`config.mk`:
```
export PLATFORM = sky130hd
export DESIGN_NAME = lamp_phase_controller
export DESIGN_NICKNAME = d
export VERILOG_FILES = /design/src/rtl/lamp_phase_controller.sv
export SDC_FILE = /design/constraint.sdc
export NUM_CORES = 1
export LEC_CHECK = 0
export CAP_MARGIN = 30
export CORE_MARGIN = 5
export CORE_UTILIZATION = 45
export CTS_CLUSTER_SIZE = 28
export DETAILED_ROUTE_END_ITERATION = 10
export GPL_ROUTABILITY_DRIVEN = 1
export PLACE_DENSITY_LB_ADDON = 0.05
export SLEW_MARGIN = 5
export SYNTH_ARGS = -nofsm -noshare
export SYNTH_HDL_FRONTEND = slang
export SYNTH_SLANG_ARGS = --single-unit
```
`constraint.sdc`:
```
create_clock -name clock -period 1.9 [get_ports clock]
set_clock_uncertainty 0.05 [all_clocks]
set_input_delay 0.285 -clock clock [delete_from_list [all_inputs] [get_ports clock]]
set_output_delay 0.285 -clock clock [all_outputs]
set_load 0.02 [all_outputs]
```
`src/rtl/lamp_phase_controller.sv`:
```
// Two-road intersection sequencer: timed NS/EW phases, side-road sensor,
// latched pedestrian request with acknowledge, and emergency all-red override.
//
// state    | meaning
// ---------+------------------------------------------------------------
// NS_G     | main road green, held past minimum until side or ped request
// NS_Y     | main road yellow
// ALLRED_A | clearance before EW green or walk
// EW_G     | side road green, fixed duration
// EW_Y     | side road yellow
// ALLRED_B | clearance before NS green (also the reset/restart state)
// WALK     | pedestrian walk, all vehicles red
// EMERG    | emergency all-red, held while emergency is asserted
module lamp_phase_controller #(
   parameter int GREEN_TICKS  = 8,
   parameter int YELLOW_TICKS = 3,
   parameter int ALLRED_TICKS = 2,
   parameter int WALK_TICKS   = 6,
   parameter int CNT_W        = 4
) (
   input  logic       clock,
   input  logic       reset_n,
   input  logic       side_req,
   input  logic       ped_req,
   input  logic       emergency,
   output logic [0:2] ns_light,
   output logic [0:2] ew_light,
   output logic       walk,
   output logic       ped_ack,
   output logic [2:0] phase
);

   typedef enum logic [2:0] {
      NS_G     = 3'd0,
      NS_Y     = 3'd1,
      ALLRED_A = 3'd2,
      EW_G     = 3'd3,
      EW_Y     = 3'd4,
      ALLRED_B = 3'd5,
      WALK     = 3'd6,
      EMERG    = 3'd7
   } state_t;

   localparam logic [CNT_W-1:0] LD_GREEN  = CNT_W'(GREEN_TICKS - 1);
   localparam logic [CNT_W-1:0] LD_YELLOW = CNT_W'(YELLOW_TICKS - 1);
   localparam logic [CNT_W-1:0] LD_ALLRED = CNT_W'(ALLRED_TICKS - 1);
   localparam logic [CNT_W-1:0] LD_WALK   = CNT_W'(WALK_TICKS - 1);

   localparam logic [0:2] RED = 3'b100;
   localparam logic [0:2] GRN = 3'b010;
   localparam logic [0:2] YEL = 3'b001;

   state_t           state;
   logic [CNT_W-1:0] timer;
   logic             ped_pend;
   logic             emerg_pend;
   logic             expired;

   assign expired = (timer == '0);

   always_ff @(posedge clock or negedge reset_n) begin
      if (!reset_n) begin
         state      <= ALLRED_B;
         timer      <= LD_ALLRED;
         ped_pend   <= 1'b0;
         ped_ack    <= 1'b0;
         emerg_pend <= 1'b0;
      end else begin
         ped_ack <= 1'b0;
         if (timer != '0)
            timer <= timer - CNT_W'(1);

         if (ped_req && !ped_pend && state != WALK) begin
            ped_pend <= 1'b1;
            ped_ack  <= 1'b1;
         end

         // emerg_pend remembers an emergency seen during green/yellow so the
         // yellow still completes before the all-red override takes over
         case (state)
            NS_G: begin
               if (emergency) begin
                  state      <= NS_Y;
                  timer      <= LD_YELLOW;
                  emerg_pend <= 1'b1;
               end else if (expired && (side_req || ped_pend)) begin
                  state <= NS_Y;
                  timer <= LD_YELLOW;
               end
            end
            NS_Y: begin
               if (expired) begin
                  if (emergency || emerg_pend) begin
                     state      <= EMERG;
                     emerg_pend <= 1'b0;
                  end else begin
                     state <= ALLRED_A;
                     timer <= LD_ALLRED;
                  end
               end else if (emergency) begin
                  emerg_pend <= 1'b1;
               end
            end
            ALLRED_A: begin
               if (emergency) begin
                  state <= EMERG;
               end else if (expired) begin
                  if (ped_pend) begin
                     state    <= WALK;
                     timer    <= LD_WALK;
                     ped_pend <= 1'b0;
                  end else begin
                     state <= EW_G;
                     timer <= LD_GREEN;
                  end
               end
            end
            EW_G: begin
               if (emergency) begin
                  state      <= EW_Y;
                  timer      <= LD_YELLOW;
                  emerg_pend <= 1'b1;
               end else if (expired) begin
                  state <= EW_Y;
                  timer <= LD_YELLOW;
               end
            end
            EW_Y: begin
               if (expired) begin
                  if (emergency || emerg_pend) begin
                     state      <= EMERG;
                     emerg_pend <= 1'b0;
                  end else begin
                     state <= ALLRED_B;
                     timer <= LD_ALLRED;
                  end
               end else if (emergency) begin
                  emerg_pend <= 1'b1;
               end
            end
            ALLRED_B: begin
               if (emergency) begin
                  state <= EMERG;
               end else if (expired) begin
                  state <= NS_G;
                  timer <= LD_GREEN;
               end
            end
            WALK: begin
               // an aborted walk is owed to the pedestrian again
               if (emergency) begin
                  state    <= EMERG;
                  ped_pend <= 1'b1;
               end else if (expired) begin
                  state <= ALLRED_B;
                  timer <= LD_ALLRED;
               end
            end
            EMERG: begin
               if (!emergency) begin
                  state <= ALLRED_B;
                  timer <= LD_ALLRED;
               end
            end
         endcase
      end
   end

   always_comb begin
      ns_light = RED;
      ew_light = RED;
      walk     = 1'b0;
      case (state)
         NS_G:    ns_light = GRN;
         NS_Y:    ns_light = YEL;
         EW_G:    ew_light = GRN;
         EW_Y:    ew_light = YEL;
         WALK:    walk     = 1'b1;
         default: ;
      endcase
   end

   assign phase = state;

endmodule
```
==> summary.md, run 1 <==
| Metric | Value |
|---|---|
| Clock power frac | `9.0%` |
| Starting Density | `between 40 and 50%` |
| Grt total ovfl | `0` |
| Logic gate share of total power | `72.4%` |
| Cell family with most CP delay | `flip-flops` |
| DRT Pass-1 Iters | `4` |
| Largest net degree at the start of global routing | `18` |
| Post-synth EDFFs | `0` |
| Hold buffers post-CTS | `0` |
| Vias post-DR | `1037` |
| Synth warn | `0` |
| Period utilisation layout | `~97%` |
| Drt total wl | `~2600 um` |
| Most common cell after layout, fill and taps aside | `buf_4` |
| Most frequent cells in the layout | `buf_4, nor2_1, a21oi_1` |
| Hpwl dp | `1990 um` |
| P per Cell Area | `1643 nW/um^2` |
| Syn Inst Count | `around 120` |
| H-tree depth | `1` |
| WP buf/inv | `1` |
| Worst slew pin tran | `0.4895 ns` |
| Post-route cell area | `about 1300 sq um` |
| Total track usage | `17.28%` |
| Global routing usage on met3 | `3.730%` |
| Worst hold slack | `a little under 0.3 ns` |
| Max-Slew Margin vs Limit | `67.26%` |
| Hold Path Class | `in2async` |
| Area growth, synth to finish | `44.80%` |
| Met2 GRT Util | `27.70%` |
| Outcome | `completed` |
| Unique cell type count in the Yosys netlist | `48` |
| DP Area | `1295 sq um` |
| Busiest grt layer | `met2` |
| Clk sink count | `10` |
| Int Pwr | `1.216 mW` |
| Antenna cells | `0` |
| Crit-path cells | `nor3b_4 -> dlygate4sd2_1` |
| Routability cong. | `0.8780` |
| Via density | `5.698` |
| Register area share after synthesis | `27.40%` |
| ANT nets after route | `0` |
| CTS root buf | `clkbuf_4` |
| Critical Path Sink Type | `primary output` |
| Slew Limit Fails | `0` |
| Initial antenna violation count | `0` |
| CTS clock-pin slew for the worst setup and hold paths | `0.08 ns` |
| Syn avg cell area | `7.791 sq um` |
| WL/cell | `14.47 um` |
| IO buf count | `15` |
| Die height | `roughly 55 um` |
| Number of synthesized register bits | `10` |
| Synth top area share | `18.89%` |
| First-pass GRT wire length | `4326 um` |
| Worst-path maximum fanout | `8` |
| Max VDD drop | `973.1 uV` |
| Final Setup Violations | `0` |
| Power Total | `~2.2 mW` |
| Main area contributors after synthesis | `dfrtp_1, dfstp_2, a21oi_1` |
| Slowest stage delay, CP | `between 0.6 and 0.7 ns` |
| Final hold vios | `0` |
| Met1 Use GR | `23.00%` |
| Post-synthesis async set-or-reset flop share | `100.0%` |
| CTS tree | `yes` |
| Static Leak | `0.5676 nW` |
| Worst EP arrival | `~1.5 ns` |
| Max_cap viols | `0` |
| Fmax | `544.6 MHz` |
| CTS Buf Count | `3` |
| Post-Synthesis Cell Area | `927.1 sq um` |
| Die area | `3068 sq um` |
| Switch Pwr | `0.9893 mW` |
| Crit Path Category | `reg2out` |
| Std cell rows | `16` |
| Filler Cell Count | `between 150 and 200` |
| Top_reg_cell synth | `dfrtp_1` |
| Vias in the first global route | `slightly above 900` |
| Bufs on Longest Clock Path | `2` |
| Share of layout cells above drive strength 1 | `about 33%` |
| Die Wd | `55.39 um` |
| Top Ports | `16` |
| Synth area leader | `dfrtp_1` |
| Post-route DRC | `0` |
| Flop pwr share | `18.5%` |
| Core Area | `between 1500 and 2000 sq um` |
| Post-layout min period | `~1.8 ns` |
| Syn nets | `around 130` |
| Sw Ratio | `44.86%` |
| Worst skew pair latency | `0.27 ns` |
| CP Data Required Time | `1.56 ns` |
| Critical-path top delay cell | `dfstp_2` |
| NumNets Final | `164` |
| Crit path launch type | `flip-flop` |
| Initial DRC count | `17` |
-- cell usage after synthesis, types with 2 or more instances --
master	count
nor2_1	13
a21oi_1	11
dfrtp_1	7
nand2_1	7
buf_2	6
o21ai_0	6
a31oi_1	4
nand2b_1	4
dfstp_2	3
ha_1	3
inv_1	3
nand3_1	3
nor3_1	3
nor3b_1	3
o22ai_1	3
o31ai_1	3
and2_1	2
buf_1	2
nor2b_1	2
nor4_1	2
o21a_1	2
-- cells by family (layout without fill, tap and decap cells) --
family,after synthesis,after routing,share of synthesized area (%)
simple gates,46,46,27.13
compound gates,41,41,28.88
buf+inv,14,50,6.748
flops,10,10,27.40
fa+ha+maj,3,3,4.049
mux,3,3,3.913
xor+xnor,2,2,1.890
-- power groups by stage --
| stage | clock, mW | combinational (mW) | sequential, mW |
|---|---|---|---|
| 3_5_place_dp | 0 | 1.59 | 0.401 |
| 5_1_grt | 0.214 | 1.76 | 0.423 |
| 6_report | 0.199 | 1.60 | 0.409 |
| 2_1_floorplan | 0 | 0.962 | 0.430 |
| 3_3_place_gp | 0 | 1.57 | 0.403 |
| 4_1_cts | 0.204 | 1.55 | 0.402 |
-- worst reg2reg max path, stage by stage, from the launching register on --
cell	delay (ns)
dfstp_2	0.54
inv_2	0.05
ha_4	0.15
nor3b_4	0.16
inv_4	0.08
ha_4	0.20
mux2_2	0.27
o22ai_2	0.12
a32oi_1	0.07
nand2_1	0.08
-- per-stage QoR --
| stage | worst slack (ns) | setup TNS, ns | instances | utilization, % |
|---|---|---|---|---|
| 2_1_floorplan | 0.01626 | 0 | 119 | - |
| 3_3_place_gp | 0.03950 | 0 | 177 | 66.01 |
| 3_5_place_dp | 0.05624 | 0 | 177 | 66.01 |
| 4_1_cts | 0.01976 | 0 | 181 | 67.35 |
| 5_1_grt | -0.008793 | -0.008793 | 182 | 68.43 |
| 6_report | 0.06367 | 0 | 182 | 68.43 |
-- worst paths after layout --
kind                          start          end  slack [ns]  cells after the start
max in group asynchronous   reset_n     timer[0]        1.15                      1
max reg2reg                timer[0]     timer[0]        0.08                      9
min                         reset_n     timer[3]        0.29                      1
max                        phase[2]  ew_light[2]        0.06                      2
min in group clock          ped_req      ped_ack        0.59                      2
min reg2reg                phase[0]     phase[0]        0.60                      3
-- layout make-up --
cell class | instances | area, sq um | area share [%]
repair buffers | 41 | 335.3 | 24.98
multi-input cells | 95 | 660.6 | 49.21
well taps | 27 | 33.78 | 2.516
clock buffers | 4 | 36.28 | 2.703
flip-flops and latches | 10 | 255.2 | 19.01
inverters | 5 | 21.27 | 1.584
-- state kept, by name, indices dropped and copies added (netlist names) --
register	count
timer	4
phase	3
emerg_pend	1
ped_ack	1
ped_pend	1
-- repair_timing --
item | CTS | global route
setup endpoints to repair | 9 | 6
gates resized for setup | 10 | 7
setup buffers | 0 | 1
-- metal layers --
layer | up-vias | wire, um
met4 | 0 | 15
li1 | 515 | -
met5 | - | 0
met1 | 482 | 1236
met3 | 2 | 171
met2 | 38 | 1210
No activity file was read; power rests on OpenSTA's default activity.
==> inputs of run 2 (changes only) <==
Settings changed: CORE_MARGIN 5 to not set.
==> summary.md, run 2 (synthesis results as in run 1) <==
| Metric | Value |
|---|---|
| Outcome | `completed` |
| Initial DRC count | `32 (+15)` |
| CTS Buf Count | `3 (unchanged)` |
| IO buf count | `15 (unchanged)` |
| Area growth, synth to finish | `45.61%` |
| Initial antenna violation count | `0 (unchanged)` |
| Antenna cells | `0 (unchanged)` |
| H-tree depth | `1 (unchanged)` |
| Crit path capture | `ns_light[0]` |
| NumNets Final | `165 (+0.61%)` |
| Die Wd | `47.39 um (-14%)` |
| Dpl cells | `175 (-1.1%)` |
| Most frequent cells in the layout | `buf_4, nor2_1, a21oi_1` |
| Max reg flops | `4 (unchanged)` |
| Top Ports | `16 (unchanged)` |
| Worst EP arrival | `1.52 ns (+0.02 ns)` |
| Die height | `47.39 um (-14%)` |
| Vias in the first global route | `872 (-5.0%)` |
| Reg-to-reg startpoint | `timer[0]` |
| R2r worst-path depth | `9 (unchanged)` |
| Largest net degree at the start of global routing | `19 (+1)` |
| Final Setup Violations | `0 (unchanged)` |
| Crit Path Category | `reg2out` |
| Met2 WL post-DR | `1303 um (+7.7%)` |
| Met3 wire len | `85 um (-50%)` |
| Drt total wl | `2689 um (+2.1%)` |
| Total track usage | `25.76% (+8.5 points)` |
| Vias post-DR | `1006 (-3.0%)` |
| Hold Path Class | `in2async` |
| Worst-path maximum fanout | `6 (-2)` |
| CP Data Required Time | `1.56 ns (about the same)` |
| Reg2Reg Setup Slack | `0.06 ns (-0.02 ns)` |
| CTS root buf | `clkbuf_4` |
| Static Leak | `0.5742 nW (+1.2%)` |
| Clk sink count | `10 (unchanged)` |
| Final hold vios | `0 (unchanged)` |
| Hold buffers post-CTS | `0 (unchanged)` |
| Largest reg by FF count | `timer` |
| Routability cong. | `0.8644 (-1.5%)` |
| Max VDD drop | `1080 uV (+11%)` |
| CTS clock-pin slew for the worst setup and hold paths | `0.08 ns (about the same)` |
| Final worst slack | `0.04592 ns (-0.01775 ns)` |
| Dpl ws | `-0.04076 ns (-0.09699 ns)` |
| TNS Setup | `0 ns (unchanged)` |
| Worst skew pair latency | `0.27 ns (about the same)` |
| FF-to-FF End | `timer[0]` |
| Via density | `5.497 (-3.5%)` |
| CTS tree | `yes` |
| Std cell rows | `16 (unchanged)` |
| Util after Layout | `69.52% (+1.1 points)` |
| Fin cells | `183 (+0.55%)` |
| P per Cell Area | `1685 nW/um^2 (+2.6%)` |
| Starting Density | `47.74% (+0.49 points)` |
| Period utilisation layout | `97.58% (+0.93 points)` |
| CP startpoint | `phase[2]` |
| Post-layout min period | `1.854 ns (+0.01775 ns)` |
| Hpwl dp | `2028 um (+1.9%)` |
| Fmax | `539.4 MHz (-0.96%)` |
| Max-Slew Margin vs Limit | `66.95% (-0.31 points)` |
| DRT Pass-1 Iters | `4 (unchanged)` |
| Metal-1 WL | `1287 um (+4.1%)` |
| Uppermost layer routed | `met4` |
| ANT nets after route | `0 (unchanged)` |
| Bufs on Longest Clock Path | `2 (unchanged)` |
| Worst hold slack | `0.2895 ns (-0.002202 ns)` |
| Max_cap viols | `0 (unchanged)` |
| Grt total ovfl | `0 (unchanged)` |
| Most common cell after layout, fill and taps aside | `buf_4` |
| Crit path launch type | `flip-flop` |
| Share of layout cells above drive strength 1 | `35.90% (+3.0 points)` |
| Slew Limit Fails | `0 (unchanged)` |
| Core Area | `1942 sq um (-1.0%)` |
| First-pass GRT wire length | `4008 um (-7.4%)` |
| Die area | `2246 sq um (-27%)` |
| Post-route DRC | `0 (unchanged)` |
| WL/cell | `14.69 um (+1.5%)` |
| Worst slew pin tran | `0.4942 ns (+0.004626 ns)` |
| Critical Path Sink Type | `primary output` |
run 2: area by class of cell:
class / instances / area [sq um]
inverters: 5 / 21.27
well taps: 27 / 33.78
repair buffers: 42 / 335.3
clock buffers: 4 / 36.28
fillers: 175 / 591.8
flip-flops and latches: 10 / 255.2
multi-input cells: 95 / 668.1
run 2: metal layers:
layer | vias up | GRT usage [%]
met5 | - | 0
met4 | 0 | 6.857
met3 | 2 | 3.462
met2 | 24 | 41.10
met1 | 467 | 36.16
li1 | 513 | -
run 2: timing repair:
item                                    4_1_cts  5_1_grt
buffers inserted                              1        3
pin swaps                                     0        5
resized for setup                             9       12
endpoints found under the setup margin        9        7
hold endpoints to repair                      0        0
run 2: worst min-delay path by stage:
stage / endpoint / cells past startpoint
2_1_floorplan: emerg_pend / 0
3_3_place_gp: timer[0] / 3
3_5_place_dp: timer[0] / 3
4_1_cts: timer[2] / 1
5_1_grt: timer[2] / 1
6_report: timer[2] / 1
run 2: critical path: stages (launching register included):
cell	delay (ns)
dfstp_2	0.60
buf_4	0.16
or2_1	0.14
dlygate4sd2_1	0.34
run 2: stage by stage:
stage | cell area (sq um) | total power, mW
after floorplan | 964.7 | 1.393
after detailed placement | 1280 | 1.975
final | 1350 | 2.275
after global routing | 1350 | 2.439
after global placement | 1280 | 1.921
after CTS | 1315 | 2.151
run 2: power breakdown:
group	internal, mW	total, mW	switching [mW]
clock	0.116	0.199	0.0827
combinational	0.816	1.66	0.848
sequential	0.315	0.412	0.0974
total	1.25	2.28	1.03
==> inputs of run 3 (changes only) <==
Settings changed: CAP_MARGIN 30 to 25.
==> results of run 3 <==
The final DEF is identical to that of run 2; final timing and power are the same.
